<file path="src/rtl/alu_pkg.sv">
// Shared types and helpers for the sequential execute ALU.
// Op encodings, FSM states and divider corner-case resolution.
package alu_pkg;

    typedef enum logic [4:0] {
        OP_ADD    = 5'b00000,
        OP_SLL    = 5'b00001,
        OP_SLT    = 5'b00010,
        OP_SLTU   = 5'b00011,
        OP_XOR    = 5'b00100,
        OP_SRL    = 5'b00101,
        OP_OR     = 5'b00110,
        OP_AND    = 5'b00111,
        OP_SUB    = 5'b01000,
        OP_SRA    = 5'b01101,
        OP_MUL    = 5'b10000,
        OP_MULH   = 5'b10001,
        OP_MULHSU = 5'b10010,
        OP_MULHU  = 5'b10011,
        OP_DIV    = 5'b10100,
        OP_DIVU   = 5'b10101,
        OP_REM    = 5'b10110,
        OP_REMU   = 5'b10111
    } op_e;

    localparam logic [2:0] BR_EQ  = 3'b000;
    localparam logic [2:0] BR_NE  = 3'b001;
    localparam logic [2:0] BR_LT  = 3'b100;
    localparam logic [2:0] BR_GE  = 3'b101;
    localparam logic [2:0] BR_LTU = 3'b110;
    localparam logic [2:0] BR_GEU = 3'b111;

    typedef enum logic [1:0] {
        IDLE,
        MUL,
        DIV,
        DONE
    } state_e;

    localparam int MAXW = 64;

    typedef struct packed {
        logic            special;
        logic [MAXW-1:0] q;
        logic [MAXW-1:0] r;
    } div_spec_t;

    // Operands arrive zero-extended to MAXW; xlen selects the live width.
    function automatic div_spec_t div_special(
        input logic [MAXW-1:0] a,
        input logic [MAXW-1:0] b,
        input logic            signed_op,
        input int unsigned     xlen
    );
        div_spec_t       s;
        logic [MAXW-1:0] mask;
        logic [MAXW-1:0] min_neg;
        mask    = (xlen >= MAXW) ? '1
                : ((MAXW'(1) << xlen) - MAXW'(1));
        min_neg = MAXW'(1) << (xlen - 1);
        s       = '0;
        if (b == '0) begin
            s.special = 1'b1;
            s.q       = mask;
            s.r       = a;
        end else if (signed_op && a == min_neg && b == mask) begin
            s.special = 1'b1;
            s.q       = a;
            s.r       = '0;
        end
        return s;
    endfunction

endpackage

</file>
<file path="src/rtl/alu_seq_div.sv">
// Iterative radix-2 restoring divider on unsigned magnitudes.
// One quotient bit per cycle; done flags the cycle of the final step.
module div_iter #(
    parameter int XLEN = 32
) (
    input  logic            clk,
    input  logic            rst_n,
    input  logic            flush,
    input  logic            start,
    input  logic [XLEN-1:0] dividend,
    input  logic [XLEN-1:0] divisor,
    output logic            busy,
    output logic            done,
    output logic [XLEN-1:0] quotient,
    output logic [XLEN-1:0] remainder
);

    localparam int CW = $clog2(XLEN);

    logic [XLEN-1:0] quo_q, quo_d;
    logic [XLEN-1:0] rem_q, rem_d;
    logic [XLEN-1:0] dsr_q;
    logic [CW-1:0]   cnt_q;
    logic            busy_q;
    logic [XLEN:0]   shifted;
    logic [XLEN:0]   trial;
    logic            ge;

    always_comb begin
        shifted = {rem_q, quo_q[XLEN-1]};
        trial   = shifted - {1'b0, dsr_q};
        ge      = ~trial[XLEN];
        quo_d   = {quo_q[XLEN-2:0], ge};
        rem_d   = ge ? trial[XLEN-1:0] : shifted[XLEN-1:0];
    end

    // Outputs expose the post-step values so the caller can latch them
    // on the same edge that retires the last step.
    assign busy      = busy_q;
    assign done      = busy_q && (cnt_q == CW'(XLEN - 1));
    assign quotient  = quo_d;
    assign remainder = rem_d;

    always_ff @(posedge clk or negedge rst_n) begin
        if (!rst_n) begin
            quo_q  <= '0;
            rem_q  <= '0;
            dsr_q  <= '0;
            cnt_q  <= '0;
            busy_q <= 1'b0;
        end else if (flush) begin
            quo_q  <= '0;
            rem_q  <= '0;
            dsr_q  <= '0;
            cnt_q  <= '0;
            busy_q <= 1'b0;
        end else if (start) begin
            quo_q  <= dividend;
            rem_q  <= '0;
            dsr_q  <= divisor;
            cnt_q  <= '0;
            busy_q <= 1'b1;
        end else if (busy_q) begin
            quo_q <= quo_d;
            rem_q <= rem_d;
            cnt_q <= cnt_q + CW'(1);
            if (done) begin
                busy_q <= 1'b0;
            end
        end
    end

endmodule

</file>
<file path="src/rtl/alu_seq.sv">
// Multi-cycle EX-stage ALU: base ops, branch compare and RV M-extension
// behind valid/ready handshakes on both sides.
module alu_seq
    import alu_pkg::*;
#(
    parameter int XLEN    = 32,
    parameter int MUL_LAT = 2
) (
    input  logic            clk,
    input  logic            rst_n,
    input  logic            flush,
    input  logic            in_valid,
    output logic            in_ready,
    input  logic [4:0]      op,
    input  logic [XLEN-1:0] operand_a,
    input  logic [XLEN-1:0] operand_b,
    output logic            out_valid,
    input  logic            out_ready,
    output logic [XLEN-1:0] result,
    output logic            branch
);

    localparam int SW = $clog2(XLEN);
    localparam int PW = 2 * XLEN;

    state_e          state_q, state_d;
    logic [1:0]      cnt_q, cnt_d;
    logic [PW-1:0]   prod_q, prod_d;
    logic [XLEN-1:0] res_q, res_d;
    logic            br_q, br_d;
    logic            hi_q, hi_d;
    logic            rsel_q, rsel_d;
    logic            nq_q, nq_d;
    logic            nr_q, nr_d;

    logic            accept;
    logic            eq, lt_s, lt_u;
    logic [SW-1:0]   shamt;
    logic [XLEN-1:0] base_res;
    logic            base_br;

    logic            sa, sb;
    logic [PW+1:0]   ma, mb, mprod;
    logic [PW-1:0]   mfull;

    logic            d_signed;
    logic            a_neg, b_neg;
    logic [XLEN-1:0] a_mag, b_mag;
    div_spec_t       sp;
    logic            div_start;
    logic            div_busy;
    logic            div_done;
    logic [XLEN-1:0] div_quo, div_rem;
    logic            unused_ok;

    assign in_ready  = rst_n
                     && (state_q == IDLE
                     || (state_q == DONE && out_ready));
    assign accept    = in_valid && in_ready && !flush;
    assign out_valid = (state_q == DONE);
    assign result    = res_q;
    assign branch    = br_q;

    assign eq    = (operand_a == operand_b);
    assign lt_s  = $signed(operand_a) < $signed(operand_b);
    assign lt_u  = operand_a < operand_b;
    assign shamt = operand_b[SW-1:0];

    always_comb begin
        base_res = '0;
        case (op_e'({1'b0, op[3:0]}))
            OP_ADD:  base_res = operand_a + operand_b;
            OP_SUB:  base_res = operand_a - operand_b;
            OP_XOR:  base_res = operand_a ^ operand_b;
            OP_OR:   base_res = operand_a | operand_b;
            OP_AND:  base_res = operand_a & operand_b;
            OP_SLL:  base_res = operand_a << shamt;
            OP_SRL:  base_res = operand_a >> shamt;
            OP_SRA:  base_res = $signed(operand_a) >>> shamt;
            OP_SLT:  base_res = {{(XLEN-1){1'b0}}, lt_s};
            OP_SLTU: base_res = {{(XLEN-1){1'b0}}, lt_u};
            default: base_res = '0;
        endcase
    end

    always_comb begin
        base_br = 1'b0;
        case (op[2:0])
            BR_EQ:   base_br = eq;
            BR_NE:   base_br = ~eq;
            BR_LT:   base_br = lt_s;
            BR_GE:   base_br = ~lt_s;
            BR_LTU:  base_br = lt_u;
            BR_GEU:  base_br = ~lt_u;
            default: base_br = 1'b0;
        endcase
    end

    // One widened unsigned multiply covers all signedness mixes.
    assign sa    = (op[1:0] == 2'b01) || (op[1:0] == 2'b10);
    assign sb    = (op[1:0] == 2'b01);
    assign ma    = {{(XLEN+2){sa & operand_a[XLEN-1]}}, operand_a};
    assign mb    = {{(XLEN+2){sb & operand_b[XLEN-1]}}, operand_b};
    assign mprod = ma * mb;
    assign mfull = mprod[PW-1:0];

    assign d_signed = ~op[0];
    assign a_neg    = d_signed & operand_a[XLEN-1];
    assign b_neg    = d_signed & operand_b[XLEN-1];
    assign a_mag    = a_neg ? -operand_a : operand_a;
    assign b_mag    = b_neg ? -operand_b : operand_b;
    assign sp       = div_special(MAXW'(operand_a), MAXW'(operand_b),
                                  d_signed, XLEN);

    div_iter #(
        .XLEN(XLEN)
    ) u_div (
        .clk      (clk),
        .rst_n    (rst_n),
        .flush    (flush),
        .start    (div_start),
        .dividend (a_mag),
        .divisor  (b_mag),
        .busy     (div_busy),
        .done     (div_done),
        .quotient (div_quo),
        .remainder(div_rem)
    );

    assign unused_ok = ^{sp, mprod, div_busy};

    always_comb begin
        state_d   = state_q;
        cnt_d     = cnt_q;
        prod_d    = prod_q;
        res_d     = res_q;
        br_d      = br_q;
        hi_d      = hi_q;
        rsel_d    = rsel_q;
        nq_d      = nq_q;
        nr_d      = nr_q;
        div_start = 1'b0;

        case (state_q)
            MUL: begin
                if (cnt_q == 2'd1) begin
                    state_d = DONE;
                    res_d   = hi_q ? prod_q[PW-1:XLEN]
                                   : prod_q[XLEN-1:0];
                end else begin
                    cnt_d = cnt_q - 2'd1;
                end
            end
            DIV: begin
                if (div_done) begin
                    state_d = DONE;
                    if (rsel_q) begin
                        res_d = nr_q ? -div_rem : div_rem;
                    end else begin
                        res_d = nq_q ? -div_quo : div_quo;
                    end
                end
            end
            DONE: begin
                if (out_ready) begin
                    state_d = IDLE;
                end
            end
            default: ;
        endcase

        // Accepting in DONE overrides the return to IDLE.
        if (accept) begin
            br_d = 1'b0;
            if (!op[4]) begin
                state_d = DONE;
                res_d   = base_res;
                br_d    = base_br;
            end else if (!op[2]) begin
                hi_d   = |op[1:0];
                prod_d = mfull;
                if (MUL_LAT == 1) begin
                    state_d = DONE;
                    res_d   = hi_d ? mfull[PW-1:XLEN]
                                   : mfull[XLEN-1:0];
                end else begin
                    state_d = MUL;
                    cnt_d   = 2'(MUL_LAT - 1);
                end
            end else if (sp.special) begin
                state_d = DONE;
                res_d   = op[1] ? sp.r[XLEN-1:0] : sp.q[XLEN-1:0];
            end else begin
                state_d   = DIV;
                div_start = 1'b1;
                rsel_d    = op[1];
                nq_d      = a_neg ^ b_neg;
                nr_d      = a_neg;
            end
        end

        if (flush) begin
            state_d = IDLE;
        end
    end

    always_ff @(posedge clk or negedge rst_n) begin
        if (!rst_n) begin
            state_q <= IDLE;
            cnt_q   <= '0;
            prod_q  <= '0;
            res_q   <= '0;
            br_q    <= 1'b0;
            hi_q    <= 1'b0;
            rsel_q  <= 1'b0;
            nq_q    <= 1'b0;
            nr_q    <= 1'b0;
        end else begin
            state_q <= state_d;
            cnt_q   <= cnt_d;
            prod_q  <= prod_d;
            res_q   <= res_d;
            br_q    <= br_d;
            hi_q    <= hi_d;
            rsel_q  <= rsel_d;
            nq_q    <= nq_d;
            nr_q    <= nr_d;
        end
    end

endmodule

</file>
<file path="config.mk">
export PLATFORM = sky130hd
export DESIGN_NAME = alu_seq
export DESIGN_NICKNAME = d
export VERILOG_FILES = /design/src/rtl/alu_pkg.sv /design/src/rtl/alu_seq_div.sv /design/src/rtl/alu_seq.sv
export SDC_FILE = /design/constraint.sdc
export NUM_CORES = 2
export LEC_CHECK = 0
export BUFFER_PORTS_ARGS = -buffer_cell sky130_fd_sc_hd__buf_4
export CORE_MARGIN = 2
export CORE_UTILIZATION = 60
export DETAILED_ROUTE_END_ITERATION = 12
export MAX_ROUTING_LAYER = met4
export PLACE_DENSITY_LB_ADDON = 0.3
export SLEW_MARGIN = 20
export SYNTH_ARGS = -nofsm -noshare
export SYNTH_HDL_FRONTEND = slang
export SYNTH_SLANG_ARGS = --single-unit
</file>
<file path="constraint.sdc">
create_clock -name clk -period 6.9 [get_ports clk]
set_input_delay 0.345 -clock clk [delete_from_list [all_inputs] [get_ports clk]]
set_output_delay 0.345 -clock clk [all_outputs]
set_load 0.01 [all_outputs]
</file>
==> flow_metrics.py, run 1 <==
metrics = {
    "grt": {
        "grt_pass1_wl_um": 444000,
        "grt_max_degree": 149,
        "grt_pass1_vias": 66600,
        "grtUsageTotal_pct": 62.1,
        "gr-total-overflow": 3,
    },
    "synth": {
        "async_flop_share_pct": 100,
        "synth-edff-count": 0,
        "synthTopCellsByCount": "1340 x inv_1, 1128 x fa_1, 1013 x nand2_1, 713 x nor2_1, 368 x o21ai_0",
        "avgSynthCellArea_um2": 8.30,
        "synth_ff_type": "dfrtp_1",
        "yosys.area.top_type": "fa_1",
        "yosysMostFrequentCell": "inv_1",
        "synth.distinct_cells": 95,
        "yosysSeqAreaShare_pct": 8.59,
        "synthTopCellsByArea": "fa_1 37%, dfrtp_1 8.6%, inv_1 8.3%, ha_1 7.4%, nand2_1 6.3%",
        "syn_inst": 7271,
        "yosys_warnings": 0,
        "synth_area_mm2": 0.0603,
        "synth_fp_nets": 8831,
        "synth_top_area_share_pct": 37.4,
        "synth_seq_cells": 207,
    },
    "clock_network": {
        "cts_root_buf": "clkbuf_16",
        "clock_path_buffers": 3,
        "cts_num_sinks": 207,
        "h-tree-depth": 1,
        "numCtsBuffers": 24,
    },
    "placement": {
        "dp_cells": 9031,
        "hpwl_um": 234000,
        "port_buffers": 108,
        "gp_congestion": 1.17,
        "place_ws_ns": -1.50,
    },
    "outcome": {
        "error_line": "[ERROR GRT-0116] Global routing finished with congestion. Check the congestion regions in the DRC Viewer.",
        "outcome.stop_stage": "global routing (5_1_grt)",
        "status": "stopped before the end",
    },
    "floorplanning": {
        "start_util_pct": 60.4,
        "die_y_um": 321,
        "fp-row-count": 116,
        "io_pins": 109,
        "die_w_um": 321,
    },
}
[stage by stage]
| step | instance area (µm²) | hold WS [ns] | util, % |
|---|---|---|---|
| after floorplan | 61000 | 0.0494 | - |
| after global placement | 67900 | 0.343 | 68.0 |
| after detailed placement | 67900 | 0.352 | 68.0 |
| after CTS | 70100 | 0.172 | 70.2 |
[layer usage]
layer  GRT usage [%]  GRT overflow
met1            68.8             0
met2            82.6             2
met3            30.8             0
met4            52.9             1
met5               -             -
[kinds of logic after synthesis]
| logic type | after synthesis | synth area share (%) |
|---|---|---|
| and+or+nand+nor | 2151 | 15.0 |
| buffers and inverters | 1823 | 11.4 |
| adders and majority gates | 1486 | 44.9 |
| AOI/OAI and AO/OA | 1197 | 12.8 |
| xor gates and xnor gates | 217 | 3.15 |
| DFF | 207 | 8.59 |
| muxes | 190 | 4.30 |
[repair_timing]
item	in CTS
buffers inserted	51
pin swaps	145
hold endpoints to repair	59
cloned	3
hold buffers	1
resized for setup	227
setup endpoints to repair	37
==> run 2, diff against run 1 <==
--- a/config.mk
+++ b/config.mk
@@ -7,10 +7,9 @@
 export LEC_CHECK = 0
 export BUFFER_PORTS_ARGS = -buffer_cell sky130_fd_sc_hd__buf_4
 export CORE_MARGIN = 2
-export CORE_UTILIZATION = 60
+export CORE_UTILIZATION = 40
 export DETAILED_ROUTE_END_ITERATION = 12
-export MAX_ROUTING_LAYER = met4
-export PLACE_DENSITY_LB_ADDON = 0.3
+export PLACE_DENSITY_LB_ADDON = 0.15
 export SLEW_MARGIN = 20
 export SYNTH_ARGS = -nofsm -noshare
 export SYNTH_HDL_FRONTEND = slang
==> run 2 against run 1 <==
The flow now finishes, with violations (setup timing). Synthesized cell count did not move. Area after synthesis did not move.
==> flow_metrics.py, run 2 <==
metrics = {
    "outcome": {
        "status": "complete, but fails checks",
        "failed_checks": "setup timing",
    },
    "flow_run": {
        "max_cap_violations": 0,
    },
    "route": {
        "vias_per_cell": 5.71,
        "routedWlPerCell_um": 28.8,
        "drtIter0Drc": 5623,
        "route.detailed.drc": 0,
        "first_pass_iters": 6,
        "wirelength_um": 284000,
        "final_antenna_net_count": 0,
        "vias": 56300,
    },
    "clock_network": {
        "cts.clk_slew.worst_paths_ns": 0.06,
        "cts_root_buf": "clkbuf_16",
        "cts_num_sinks": 207,
        "h-tree-depth": 1,
        "cts_tree": "yes",
        "clock_latency_ns": 0.58,
        "numCtsBuffers": 25,
        "clock_path_buffers": 3,
    },
    "placement": {
        "place_area_mm2": 0.0688,
        "place_ws_ns": -1.32,
        "dp_cells": 9741,
        "gp_congestion": 1.08,
        "hpwl_um": 236000,
        "port_buffers": 108,
    },
    "hold_path": {
        "hold_class": "in2reg",
    },
    "setup_path": {
        "path_max_fanout": 4,
        "cp_data_required_time_ns": 7.32,
        "slowest_stage": "fa_1",
        "critPathArrivalTime_ns": 7.86,
        "crit_path_end_kind": "register",
        "critical_path_class": "in2reg",
        "cpPeakStageDelay_ns": 0.53,
        "crit_family": "adder cells",
        "cp-start-kind": "input pin",
        "critPathBufInv": 16,
        "path_common_cell": "fa_1",
    },
    "finish": {
        "final_common_cell": "inv_1",
        "area_growth_pct": 19.6,
        "drive_gt1_share_pct": 18.0,
        "top_register": "prod_q",
        "nets": 9393,
        "layout_common_cells": "1286 x inv_1, 1090 x fa_1, 992 x nand2_1",
        "finalNonFillerCells": 9873,
        "largest_reg_flops": 64,
        "design_area_mm2": 0.0721,
    },
    "synth": {
        "synth_ff_type": "dfrtp_1",
        "yosys.area.top_type": "fa_1",
        "synth_area_mm2": 0.0603,
        "yosysSeqAreaShare_pct": 8.59,
        "yosys_warnings": 0,
        "synth_fp_nets": 8831,
        "synth_seq_cells": 207,
        "syn_inst": 7271,
        "synthTopCellsByCount": "1340 x inv_1, 1128 x fa_1, 1013 x nand2_1, 713 x nor2_1, 368 x o21ai_0",
        "synth-edff-count": 0,
        "yosysMostFrequentCell": "inv_1",
        "synthTopCellsByArea": "fa_1 37%, dfrtp_1 8.6%, inv_1 8.3%, ha_1 7.4%, nand2_1 6.3%",
        "synth.distinct_cells": 95,
        "synth_top_area_share_pct": 37.4,
        "avgSynthCellArea_um2": 8.30,
        "async_flop_share_pct": 100,
    },
    "grt": {
        "gr-total-overflow": 0,
        "grt_max_degree": 137,
        "grt_pass1_vias": 57500,
        "antenna_found_initial": 15,
        "grtUsageTotal_pct": 36.8,
        "grt_pass1_wl_um": 408000,
    },
    "floorplanning": {
        "die_w_um": 392,
        "coreArea_mm2": 0.150,
        "die_y_um": 392,
        "start_util_pct": 40.3,
        "die_area_mm2": 0.154,
        "fp-row-count": 142,
        "io_pins": 109,
    },
    "sta": {
        "hold_viol_final": 0,
        "drv_slew": 0,
        "relSlewSlack_pct": 9.01,
        "rsz0062_at_grt": "yes",
        "timing.fmax_mhz": 134,
        "worst_pin_slew_ns": 1.35,
        "setup_viol": 29,
        "holdWs_ns": 0.223,
        "setup_ws_ns": -0.546,
        "period_share_pct": 108,
        "finalCriticalPeriod_ns": 7.45,
        "finalClockSkew_ns": 0.0349,
    },
}
## run 2: cells by family (layout without fill, tap and decap cells)
group,count (synthesis),after routing,share of synthesized area (%)
AND/OR/NAND/NOR,2151,2152,15.0
buffers and inverters,1823,2402,11.4
adder cells (fa/ha/maj),1486,1486,44.9
AO/OA/AOI/OAI,1197,1197,12.8
XOR/XNOR,217,217,3.15
flip-flops,207,207,8.59
multiplexers,190,190,4.30
other,0,6,0
## run 2: timing repair
item / CTS / global route
hold buffers: 1 / 0
endpoints found under the hold margin: 71 / 0
setup endpoints to repair: 37 / 37
gates cloned: 3 / 2
buffers inserted: 55 / 30
resized for setup: 292 / 140
pin swaps: 115 / 83
## run 2: per-layer routing
layer / routed length, µm / vias to the layer above / track usage (%)
met4: 19600 / 14 / 20.0
met5: 80 / - / 0
met1: 117000 / 28900 / 50.1
met3: 24400 / 633 / 6.61
li1: - / 24100 / -
met2: 123000 / 2645 / 55.6
## run 2: final timing paths
check                           slack, ns  depth (start not counted)                   startpoint                           to
worst max-delay path                -0.55                         34                        op[0]       prod_q[39]$_DFFE_PN0P_
worst min-delay path                 0.22                          2                        flush  u_div.quo_q[23]$_DFFE_PN0P_
worst max register to register       0.57                         24  u_div.quo_q[31]$_DFFE_PN0P_         result[28]$_DFF_PN0_
worst min register to register       0.48                          2        prod_q[5]$_DFFE_PN0P_        prod_q[5]$_DFFE_PN0P_
max in group asynchronous            5.21                          3                        rst_n         u_div.busy$_DFF_PN0_
min in group asynchronous            0.37                          2                        rst_n       prod_q[62]$_DFFE_PN0P_
## run 2: metrics by stage
stage               TNS (ns)  util [%]
global placement      -37.33      46.0
floorplan             -13.00         -
global route          -16.57      48.2
CTS                    -7.92      47.6
finish                -10.25      48.2
detailed placement    -38.02      46.0
## run 2: layout make-up
type | count | area, µm²
repair inverters | 1 | 8.76
clock inverters | 16 | 236
repair buffers | 990 | 8680
multi-input cells | 5242 | 49600
fillers | 14600 | 77600
clock buffers | 29 | 651
flip-flops and latches | 207 | 5180
diodes | 6 | 15.0
inverters | 1366 | 5240
well taps | 2016 | 2520
## run 2: worst register-to-register path, stage by stage (launching register included)
cell      delay [ns]
dfrtp_1         0.45
inv_1           0.11
ha_1            0.16
inv_1           0.05
fa_1            0.43
a211oi_2        0.49
nor4b_4         0.13
o311ai_4        0.39
a211o_1         0.20
o211a_2         0.29
nor2_8          0.07
inv_4           0.05
ha_1            0.15
nand2b_1        0.11
or4_1           0.45
or4_1           0.59
or2_1           0.32
or3_1           0.41
o31ai_2         0.22
xnor2_1         0.10
a221oi_1        0.40
o221ai_1        0.17
a311oi_1        0.23
buf_4           0.17
o31ai_1         0.07
Power of run 2 is left out: the tool's default activity adds up to more than one toggle a clock period on the data nets, which glitch-free logic cannot reach.
